==> config.mk <==
export PLATFORM = sky130hd
export DESIGN_NAME = rgb2gray_pipe_flat
export DESIGN_NICKNAME = d
export VERILOG_FILES = /design/src/rtl/gray_pkg.sv /design/src/rtl/rgb2gray_pipe_if.sv /design/src/rtl/gray_weight_mac.sv /design/src/rtl/rgb2gray_pipe.sv /design/src/flat_wrapper.sv
export SDC_FILE = /design/constraint.sdc
export NUM_CORES = 1
export LEC_CHECK = 0
export ABC_AREA = 1
export BUFFER_PORTS_ARGS = -buffer_cell sky130_fd_sc_hd__buf_2
export CAP_MARGIN = 20
export CORE_MARGIN = 4
export CORE_UTILIZATION = 55
export DETAILED_ROUTE_END_ITERATION = 10
export GPL_TIMING_DRIVEN = 0
export PLACE_DENSITY_LB_ADDON = 0.08
export SLEW_MARGIN = 20
export SYNTH_ARGS = -nofsm -noshare
export SYNTH_HDL_FRONTEND = slang
export SYNTH_SLANG_ARGS = --single-unit
==> constraint.sdc <==
create_clock -name clk -period 6.05 [get_ports clk]
set_input_delay 0.605 -clock clk [delete_from_list [all_inputs] [get_ports clk]]
set_output_delay 0.605 -clock clk [all_outputs]
set_load 0.005 [all_outputs]
==> src/rtl/gray_pkg.sv <==
// Shared definitions for the RGB-to-gray converter family.
package gray_pkg;

    typedef enum logic [1:0] {
        MODE_LEGACY = 2'b00,
        MODE_EQUAL  = 2'b01,
        MODE_BT601  = 2'b10,
        MODE_PROG   = 2'b11
    } gray_mode_e;

    // Built-in weights, expressed as fractions of 2^8
    localparam int unsigned COEF_BASE_W  = 8;
    localparam int unsigned COEF_EQUAL   = 85;
    localparam int unsigned COEF_BT601_R = 77;
    localparam int unsigned COEF_BT601_G = 150;
    localparam int unsigned COEF_BT601_B = 29;

    // Legacy mode divides the plain channel sum by 4
    localparam int unsigned LEGACY_SHIFT = 2;

    // Rescale a built-in weight to a wider coefficient format
    function automatic int unsigned scale_coef(input int unsigned coef, input int unsigned coef_w);
        return coef << (coef_w - COEF_BASE_W);
    endfunction

endpackage

==> src/rtl/rgb2gray_pipe_if.sv <==
// Pixel-in / gray-out streaming bus with per-pixel configuration.
interface rgb2gray_pipe_if #(
    parameter int unsigned PIX_W  = 8,
    parameter int unsigned COEF_W = 8
);
    logic              in_valid;
    logic              in_ready;
    logic [PIX_W-1:0]  in_r;
    logic [PIX_W-1:0]  in_g;
    logic [PIX_W-1:0]  in_b;
    logic              in_sof;
    logic              in_eol;
    logic [1:0]        mode;
    logic [COEF_W-1:0] coef_r;
    logic [COEF_W-1:0] coef_g;
    logic [COEF_W-1:0] coef_b;
    logic              bin_en;
    logic [PIX_W-1:0]  thr;
    logic              out_valid;
    logic              out_ready;
    logic [PIX_W-1:0]  out_gray;
    logic              out_sof;
    logic              out_eol;

    modport slave (
        input  in_valid, in_r, in_g, in_b, in_sof, in_eol,
        input  mode, coef_r, coef_g, coef_b, bin_en, thr, out_ready,
        output in_ready, out_valid, out_gray, out_sof, out_eol
    );

    modport master (
        output in_valid, in_r, in_g, in_b, in_sof, in_eol,
        output mode, coef_r, coef_g, coef_b, bin_en, thr, out_ready,
        input  in_ready, out_valid, out_gray, out_sof, out_eol
    );
endinterface

==> src/rtl/gray_weight_mac.sv <==
// Three-way weighted sum of colour channels; purely combinational.
module gray_weight_mac #(
    parameter int unsigned PIX_W  = 8,
    parameter int unsigned COEF_W = 8
) (
    input  logic [PIX_W-1:0]          r_i,
    input  logic [PIX_W-1:0]          g_i,
    input  logic [PIX_W-1:0]          b_i,
    input  logic [COEF_W-1:0]         cr_i,
    input  logic [COEF_W-1:0]         cg_i,
    input  logic [COEF_W-1:0]         cb_i,
    output logic [PIX_W+COEF_W+1:0]   sum_o
);
    localparam int unsigned ACC_W = PIX_W + COEF_W + 2;

    logic [ACC_W-1:0] prod_r;
    logic [ACC_W-1:0] prod_g;
    logic [ACC_W-1:0] prod_b;

    always_comb begin
        prod_r = ACC_W'(r_i) * ACC_W'(cr_i);
        prod_g = ACC_W'(g_i) * ACC_W'(cg_i);
        prod_b = ACC_W'(b_i) * ACC_W'(cb_i);
        sum_o  = prod_r + prod_g + prod_b;
    end
endmodule

==> src/rtl/rgb2gray_pipe.sv <==
// Three-stage RGB-to-gray converter with a single global stall and per-pixel configuration.
module rgb2gray_pipe
    import gray_pkg::*;
#(
    parameter int unsigned PIX_W  = 8,
    parameter int unsigned COEF_W = 8
) (
    input  logic             clk,
    input  logic             rst_n,
    rgb2gray_pipe_if.slave   io
);
    localparam int unsigned ACC_W = PIX_W + COEF_W + 2;
    localparam int unsigned SCL_W = PIX_W + 2;
    localparam logic [COEF_W-1:0] EQ_C  = COEF_W'(scale_coef(COEF_EQUAL, COEF_W));
    localparam logic [COEF_W-1:0] R601_C = COEF_W'(scale_coef(COEF_BT601_R, COEF_W));
    localparam logic [COEF_W-1:0] G601_C = COEF_W'(scale_coef(COEF_BT601_G, COEF_W));
    localparam logic [COEF_W-1:0] B601_C = COEF_W'(scale_coef(COEF_BT601_B, COEF_W));
    localparam logic [ACC_W-1:0]  RND_C  = ACC_W'(ACC_W'(1) << (COEF_W - 1));

    logic adv;
    logic [COEF_W-1:0] cr_d, cg_d, cb_d;

    logic              s1_v_q, s1_leg_q, s1_bin_q, s1_sof_q, s1_eol_q;
    logic [PIX_W-1:0]  s1_r_q, s1_g_q, s1_b_q, s1_thr_q;
    logic [COEF_W-1:0] s1_cr_q, s1_cg_q, s1_cb_q;

    logic              s2_v_q, s2_leg_q, s2_bin_q, s2_sof_q, s2_eol_q;
    logic [PIX_W-1:0]  s2_thr_q;
    logic [ACC_W-1:0]  s2_sum_d, s2_sum_q;

    logic              s3_v_q, s3_sof_q, s3_eol_q;
    logic [PIX_W-1:0]  s3_gray_d, s3_gray_q;
    logic [PIX_W-1:0]  base_gray;
    logic [SCL_W-1:0]  scaled;

    // Whole pipe moves together; out_ready reaches in_ready combinationally.
    assign adv         = io.out_ready | ~s3_v_q;
    assign io.in_ready = adv;

    // Legacy mode reuses the MAC with unit weights and a plain shift afterwards.
    always_comb begin
        cr_d = COEF_W'(1);
        cg_d = COEF_W'(1);
        cb_d = COEF_W'(1);
        unique case (gray_mode_e'(io.mode))
            MODE_EQUAL: begin cr_d = EQ_C;      cg_d = EQ_C;      cb_d = EQ_C;      end
            MODE_BT601: begin cr_d = R601_C;    cg_d = G601_C;    cb_d = B601_C;    end
            MODE_PROG:  begin cr_d = io.coef_r; cg_d = io.coef_g; cb_d = io.coef_b; end
            default:    ;
        endcase
    end

    gray_weight_mac #(.PIX_W(PIX_W), .COEF_W(COEF_W)) u_mac (
        .r_i   (s1_r_q),
        .g_i   (s1_g_q),
        .b_i   (s1_b_q),
        .cr_i  (s1_cr_q),
        .cg_i  (s1_cg_q),
        .cb_i  (s1_cb_q),
        .sum_o (s2_sum_d)
    );

    // Round, scale back to pixel range, saturate, then optional threshold.
    always_comb begin
        scaled    = SCL_W'((s2_sum_q + RND_C) >> COEF_W);
        base_gray = '0;
        if (s2_leg_q)
            base_gray = PIX_W'(s2_sum_q >> LEGACY_SHIFT);
        else if (|scaled[SCL_W-1:PIX_W])
            base_gray = '1;
        else
            base_gray = scaled[PIX_W-1:0];
        s3_gray_d = base_gray;
        if (s2_bin_q)
            s3_gray_d = (base_gray >= s2_thr_q) ? '1 : '0;
    end

    always_ff @(posedge clk or negedge rst_n) begin
        if (!rst_n) begin
            s1_v_q   <= 1'b0; s1_leg_q <= 1'b0; s1_bin_q <= 1'b0;
            s1_sof_q <= 1'b0; s1_eol_q <= 1'b0; s1_thr_q <= '0;
            s1_r_q   <= '0;   s1_g_q   <= '0;   s1_b_q   <= '0;
            s1_cr_q  <= '0;   s1_cg_q  <= '0;   s1_cb_q  <= '0;
            s2_v_q   <= 1'b0; s2_leg_q <= 1'b0; s2_bin_q <= 1'b0;
            s2_sof_q <= 1'b0; s2_eol_q <= 1'b0; s2_thr_q <= '0;
            s2_sum_q <= '0;
            s3_v_q   <= 1'b0; s3_sof_q <= 1'b0; s3_eol_q <= 1'b0;
            s3_gray_q <= '0;
        end else if (adv) begin
            s1_v_q   <= io.in_valid;
            s1_leg_q <= (gray_mode_e'(io.mode) == MODE_LEGACY);
            s1_bin_q <= io.bin_en;
            s1_thr_q <= io.thr;
            s1_sof_q <= io.in_sof;
            s1_eol_q <= io.in_eol;
            s1_r_q   <= io.in_r;
            s1_g_q   <= io.in_g;
            s1_b_q   <= io.in_b;
            s1_cr_q  <= cr_d;
            s1_cg_q  <= cg_d;
            s1_cb_q  <= cb_d;

            s2_v_q   <= s1_v_q;
            s2_leg_q <= s1_leg_q;
            s2_bin_q <= s1_bin_q;
            s2_thr_q <= s1_thr_q;
            s2_sof_q <= s1_sof_q;
            s2_eol_q <= s1_eol_q;
            s2_sum_q <= s2_sum_d;

            s3_v_q    <= s2_v_q;
            s3_sof_q  <= s2_sof_q;
            s3_eol_q  <= s2_eol_q;
            s3_gray_q <= s3_gray_d;
        end
    end

    assign io.out_valid = s3_v_q;
    assign io.out_gray  = s3_gray_q;
    assign io.out_sof   = s3_sof_q;
    assign io.out_eol   = s3_eol_q;
endmodule

==> src/flat_wrapper.sv <==
// flat-port wrapper written by rule: the top's interface ports become plain ports
module rgb2gray_pipe_flat import gray_pkg::*;
#(
    parameter int unsigned PIX_W  = 8,
    parameter int unsigned COEF_W = 8
)
  (clk, rst_n, io_in_valid, io_in_r, io_in_g, io_in_b, io_in_sof, io_in_eol, io_mode, io_coef_r, io_coef_g, io_coef_b, io_bin_en, io_thr, io_out_ready, io_in_ready, io_out_valid, io_out_gray, io_out_sof, io_out_eol);
  rgb2gray_pipe_if #(.PIX_W(PIX_W), .COEF_W(COEF_W)) io_i ();
  input  logic clk;
  input  logic rst_n;
  input wire logic [$bits(io_i.in_valid)-1:0] io_in_valid;
  input wire logic [$bits(io_i.in_r)-1:0] io_in_r;
  input wire logic [$bits(io_i.in_g)-1:0] io_in_g;
  input wire logic [$bits(io_i.in_b)-1:0] io_in_b;
  input wire logic [$bits(io_i.in_sof)-1:0] io_in_sof;
  input wire logic [$bits(io_i.in_eol)-1:0] io_in_eol;
  input wire logic [$bits(io_i.mode)-1:0] io_mode;
  input wire logic [$bits(io_i.coef_r)-1:0] io_coef_r;
  input wire logic [$bits(io_i.coef_g)-1:0] io_coef_g;
  input wire logic [$bits(io_i.coef_b)-1:0] io_coef_b;
  input wire logic [$bits(io_i.bin_en)-1:0] io_bin_en;
  input wire logic [$bits(io_i.thr)-1:0] io_thr;
  input wire logic [$bits(io_i.out_ready)-1:0] io_out_ready;
  output wire logic [$bits(io_i.in_ready)-1:0] io_in_ready;
  output wire logic [$bits(io_i.out_valid)-1:0] io_out_valid;
  output wire logic [$bits(io_i.out_gray)-1:0] io_out_gray;
  output wire logic [$bits(io_i.out_sof)-1:0] io_out_sof;
  output wire logic [$bits(io_i.out_eol)-1:0] io_out_eol;
  assign io_i.in_valid = io_in_valid;
  assign io_i.in_r = io_in_r;
  assign io_i.in_g = io_in_g;
  assign io_i.in_b = io_in_b;
  assign io_i.in_sof = io_in_sof;
  assign io_i.in_eol = io_in_eol;
  assign io_i.mode = io_mode;
  assign io_i.coef_r = io_coef_r;
  assign io_i.coef_g = io_coef_g;
  assign io_i.coef_b = io_coef_b;
  assign io_i.bin_en = io_bin_en;
  assign io_i.thr = io_thr;
  assign io_i.out_ready = io_out_ready;
  assign io_in_ready = io_i.in_ready;
  assign io_out_valid = io_i.out_valid;
  assign io_out_gray = io_i.out_gray;
  assign io_out_sof = io_i.out_sof;
  assign io_out_eol = io_i.out_eol;
  rgb2gray_pipe #(.PIX_W(PIX_W), .COEF_W(COEF_W)) u_core (.clk(clk), .rst_n(rst_n), .io(io_i));
endmodule
# After elaboration in Yosys (flattened, before gate mapping)

Index checks and enable logic that the tools add are counted.

Bits in registers: 103
Output and inout port bits: 12

Add/subtract/negate cells: 3
Multiply operators: 3
Order comparisons: 1
Equal/unequal tests: 3
Muxes and demuxes: 7
Bitwise gates (word level): 2
Reductions and logical operators: 2

Operators with widths:

| kind                                                 | count |
|---|---|
| case mux 8 bit (3 select lines)                      | 3 |
| multiplier 8 x 8 -> 16 bit                           | 3 |
| two-way mux 8 bit                                    | 4 |
| adder 17 x 16 -> 18 bit                              | 1 |
| adder 18 x 8 -> 18 bit (second input constant)       | 1 |
| adder 16 x 16 -> 17 bit                              | 1 |
| >= comparator 8 bit                                  | 1 |
| equality test 2 bit (second input constant)          | 2 |
| equality test 2 x 1 -> 1 bit (second input constant) | 1 |
| zero test 2 bit                                      | 1 |
| OR reduction 2 bit                                   | 1 |
| inverter 1 bit                                       | 1 |
| bitwise OR 1 bit                                     | 1 |

# Depth between registers and ports, before layout

Word-level depth: 7
Gate-level depth with buffers: 27
Mapped depth without buffers: 26

# Hierarchy

Synthesis repeated with hierarchy kept, for this count alone.

Cells, all modules: 1523
Area total of the unflattened synthesis: 11842.6 sq um

By module, submodules not included:

| module          | times used | cells an instance | area each (sq um) | sequential area each (sq um) |
|---|---|---|---|---|
| gray_weight_mac | 1          | 1003              | 7377.1            | 0.0 |
| rgb2gray_pipe   | 1          | 520               | 4465.5            | 2527.4 |

# Least setup slack after synthesis

Ideal clock, no wire load.

Path kind: flip-flop to flip-flop
From: register u_core.s1_cr_q[3]
To: register u_core.s2_sum_q[13]
Library setup time: 0.130 ns
Arrival: 5.256 ns
Required time: 5.920 ns
Setup slack: 0.664 ns
Cell stages (with the launch flop): 24
Path buffers: 1
Clock period less this slack: 5.386 ns
Cells stage by stage: dfrtp_1 -> clkbuf_1 -> nand2_1 -> fa_1 -> inv_1 -> fa_1 -> inv_1 -> fa_1 -> fa_1 -> inv_1 -> fa_1 -> fa_1 -> inv_1 -> fa_1 -> inv_1 -> ha_1 -> a21oi_1 -> nand2_1 -> nand2_1 -> nand2_1 -> nand2_1 -> nand3b_1 -> nand3_1 -> o21ai_1

Word-level cells in the longest chain between the ends: 3

Ends and longest elaborated chain:

| element                    | RTL line              | RTL |
|---|---|---|
| start, declared            | rgb2gray_pipe.sv:25   | `logic [COEF_W-1:0] s1_cr_q, s1_cg_q, s1_cb_q;` |
| start signal, assigned     | rgb2gray_pipe.sv:99   | `s1_cr_q <= cr_d;` |
| multiplier 8 x 8 -> 16 bit | gray_weight_mac.sv:21 | `prod_r = ACC_W'(r_i) * ACC_W'(cr_i);` |
| adder 16 x 16 -> 17 bit    | gray_weight_mac.sv:24 | `sum_o = prod_r + prod_g + prod_b;` |
| adder 17 x 16 -> 18 bit    | gray_weight_mac.sv:24 |  |
| end signal, assigned       | rgb2gray_pipe.sv:109  | `s2_sum_q <= s2_sum_d;` |
| end, declared              | rgb2gray_pipe.sv:29   | `logic [ACC_W-1:0] s2_sum_d, s2_sum_q;` |

Every way passes these cells.
A chain may end at the register's enable or synchronous reset.

# Final worst setup path

From: register u_core.s1_r_q[5]
To: register u_core.s2_sum_q[12]

Word-level cells in the longest chain between the ends: 3

Ends and longest elaborated chain:

| element                    | RTL line              | RTL |
|---|---|---|
| start, declared            | rgb2gray_pipe.sv:24   | `logic [PIX_W-1:0] s1_r_q, s1_g_q, s1_b_q, s1_thr_q;` |
| start signal, assigned     | rgb2gray_pipe.sv:96   | `s1_r_q <= io.in_r;` |
| multiplier 8 x 8 -> 16 bit | gray_weight_mac.sv:21 |  |
| adder 16 x 16 -> 17 bit    | gray_weight_mac.sv:24 |  |
| adder 17 x 16 -> 18 bit    | gray_weight_mac.sv:24 |  |

Every way passes these cells.

==> results.py <==
metrics = {
    "drt": {
        "drtIter0Drc": 592,
        "drc": 0,
        "dr.pass1.iters": 5,
        "avgViaCountPerCell": 4.97,
        "wl_per_cell_um": 15.7,
        "vias": 8885,
        "totalWireLength_um": 28100,
        "antenna_left": 0,
    },
    "setup_path": {
        "cp-start-kind": "flip-flop",
        "arrival_ns": 6.01,
        "regToRegSetupSlack_ns": 0.26,
        "required_ns": 6.27,
        "path_class": "reg -> reg",
        "path_max_fanout": 8,
        "critPathCaptureType": "flip-flop",
    },
    "finish": {
        "final_nets": 1845,
        "antenna_cells": 0,
        "drive_above_1_share_pct": 11.1,
        "area_growth_pct": 8.23,
    },
    "global_routing": {
        "grt_pass1_vias": 9265,
        "track_usage_pct": 25.6,
        "grt_max_degree": 63,
        "antenna_found_initial": 0,
        "grt_pass1_wl_um": 47900,
        "overflow": 0,
    },
    "logic_synthesis": {
        "syn_nets": 1796,
        "synth.avg_cell_area_um2": 7.94,
        "yosysTopAreaCell": "fa_1",
        "synth_flop_cell": "dfrtp_1",
        "syn_inst": 1464,
        "ys_async_sr_fraction_pct": 100,
        "yosysMostFrequentCell": "nand2_1",
        "yosysTopAreaCellShare_pct": 27.7,
        "synth.ff_latch_count": 101,
        "yosysUniqueCellTypes": 33,
        "synth_warnings": 0,
        "yosysSeqAreaShare_pct": 21.7,
        "synth_common_cells": "nand2_1, inv_1, fa_1",
        "synth_area_leaders": "fa_1, dfrtp_1, nand2_1",
        "netlist_area_um2": 11600,
        "synth-edff-count": 0,
    },
    "sta": {
        "setup_viol": 0,
        "period_needed_ns": 5.79,
        "drv_slew": 0,
        "rsz0062_at_grt": "no",
        "tightest_slew_ns": 1.02,
        "hold_viol": 0,
        "fmax_mhz": 173,
        "slew_headroom_pct": 32.2,
        "fin_ws_ns": 0.261,
        "finClkSkew_ns": 0.0126,
        "finalCritPeriodShare_pct": 95.7,
    },
    "clock_network": {
        "cts_made_buffers": 9,
        "clk_pin_slew_ns": 0.08,
        "h-tree-depth": 3,
        "cts_sinks": 101,
        "clk_path_buf_depth": 2,
        "insertion_delay_ns": 0.36,
        "cts_root_buf": "clkbuf_16",
        "cts_tree": "built",
    },
    "floorplanning": {
        "rows": 52,
        "num_io_pins": 77,
        "coreArea_um2": 20500,
        "initial_utilization_pct": 56.7,
        "die_h_um": 153,
        "die-area_um2": 23500,
        "die_x_um": 153,
    },
    "run_status": {
        "status": "complete, no violations",
    },
    "flow_run": {
        "maxCapViolations": 0,
    },
    "placed_design": {
        "place_congestion": 0.906,
        "numPortBuffers": 76,
        "pre_cts_ws_ns": -0.0976,
        "dp_hpwl_um": 23300,
    },
    "worst_hold_path": {
        "hp-class": "in -> async",
    },
}
registers in the layout (all words and copies together) (netlist names), 8 cells and up:
| name | cells |
|---|---|
| u_core.io.out_gray | 8 |
| u_core.s1_b_q | 8 |
| u_core.s1_cb_q | 8 |
| u_core.s1_cg_q | 8 |
| u_core.s1_cr_q | 8 |
| u_core.s1_g_q | 8 |
| u_core.s1_r_q | 8 |
| u_core.s1_thr_q | 8 |
| u_core.s2_sum_q | 16 |
| u_core.s2_thr_q | 8 |
metrics by stage:
step | hold slack [ns] | cell area [um2] | setup TNS, ns | util, % | instances
2_1_floorplan | 0.309 | 11600 | 0 | - | 1464
3_3_place_gp | 0.440 | 12300 | -0.0772 | 60.2 | 1810
4_1_cts | 0.173 | 12600 | 0 | 61.7 | 1818
5_1_grt | 0.192 | 12600 | 0 | 61.4 | 1788
3_5_place_dp | 0.441 | 12400 | -0.261 | 60.4 | 1811
6_report | 0.153 | 12600 | 0 | 61.4 | 1788
cell families (layout without fill, tap and decap cells):
group | Yosys count | count (layout) | share of synthesized area [%]
and+or+nand+nor | 517 | 517 | 18.4
DFF | 101 | 101 | 21.7
adders and majority gates | 267 | 267 | 39.1
xor gates and xnor gates | 8 | 8 | 0.603
AOI/OAI and AO/OA | 99 | 99 | 4.72
buffers and inverters | 472 | 526 | 15.4
final timing paths:
check / from / to / cells past startpoint
setup / recovery: u_core.s1_r_q[5] / u_core.s2_sum_q[12] / 23
hold / removal: rst_n / u_core.s1_b_q[7] / 1
max in group asynchronous: rst_n / u_core.s1_cb_q[2] / 2
hold reg to reg: u_core.s2_v_q / u_core.io.out_valid / 1
min in group clk: io_in_b[7] / u_core.s1_b_q[7] / 3
setup reg to reg: u_core.s1_r_q[5] / u_core.s2_sum_q[12] / 23
timing repair:
action	in CTS	in global routing
gates cloned	0	0
hold buffers	0	0
setup buffers	0	5
gates resized for setup	0	27
setup endpoints to repair	6	10
layout make-up:
cell class / count / area (um2)
flip-flops and latches: 101 / 2550
repair buffers: 82 / 452
well taps: 270 / 338
fillers: 1890 / 7910
clock buffers: 9 / 225
clock inverters: 7 / 67.6
multi-input cells: 891 / 7320
plain buffers: 23 / 97.6
inverters: 405 / 1530
critical path, stage by stage (launching register included):
cell and delay, ns:
dfrtp_2 0.50, nand2_1 0.09, inv_1 0.06, fa_1 0.53, inv_1 0.06, fa_1 0.51
fa_1 0.54, inv_1 0.05, fa_1 0.49, fa_1 0.54, inv_1 0.05, fa_1 0.47
inv_1 0.05, fa_1 0.48, ha_1 0.40, nand3_1 0.11, nand2_2 0.13, nand2_1 0.07
nand2_1 0.13, nand2_1 0.10, nand2_1 0.07, nand2_1 0.05, nand3_1 0.08, o21ai_1 0.08
placed cells by master, fill, tap and decap left out, drive strengths merged, types with 3 or more instances in the layout:
cell,instances
or2,6
clkinv,4
a22o,8
fa,161
nor2,53
dfrtp,101
xor2,3
xnor2,5
inv,408
nand2,415
a21oi,26
nand3b,4
nand3,34
a21o,4
ha,106
clkbuf,19
buf,95
o21ai,56
metal layers:
layer | part of all wire [%] | global-route usage [%] | wire [um] | vias up
met5 | 0 | 0 | 0 | -
met4 | 2.1 | 6.64 | 582 | 0
met1 | 46 | 37.9 | 12800 | 4330
met3 | 6.2 | 3.28 | 1740 | 29
met2 | 46 | 40.5 | 13000 | 227
li1 | - | - | - | 4299
Power is left out: the tool's default activity adds up to more than one toggle a clock period on the data nets, which glitch-free logic cannot reach.
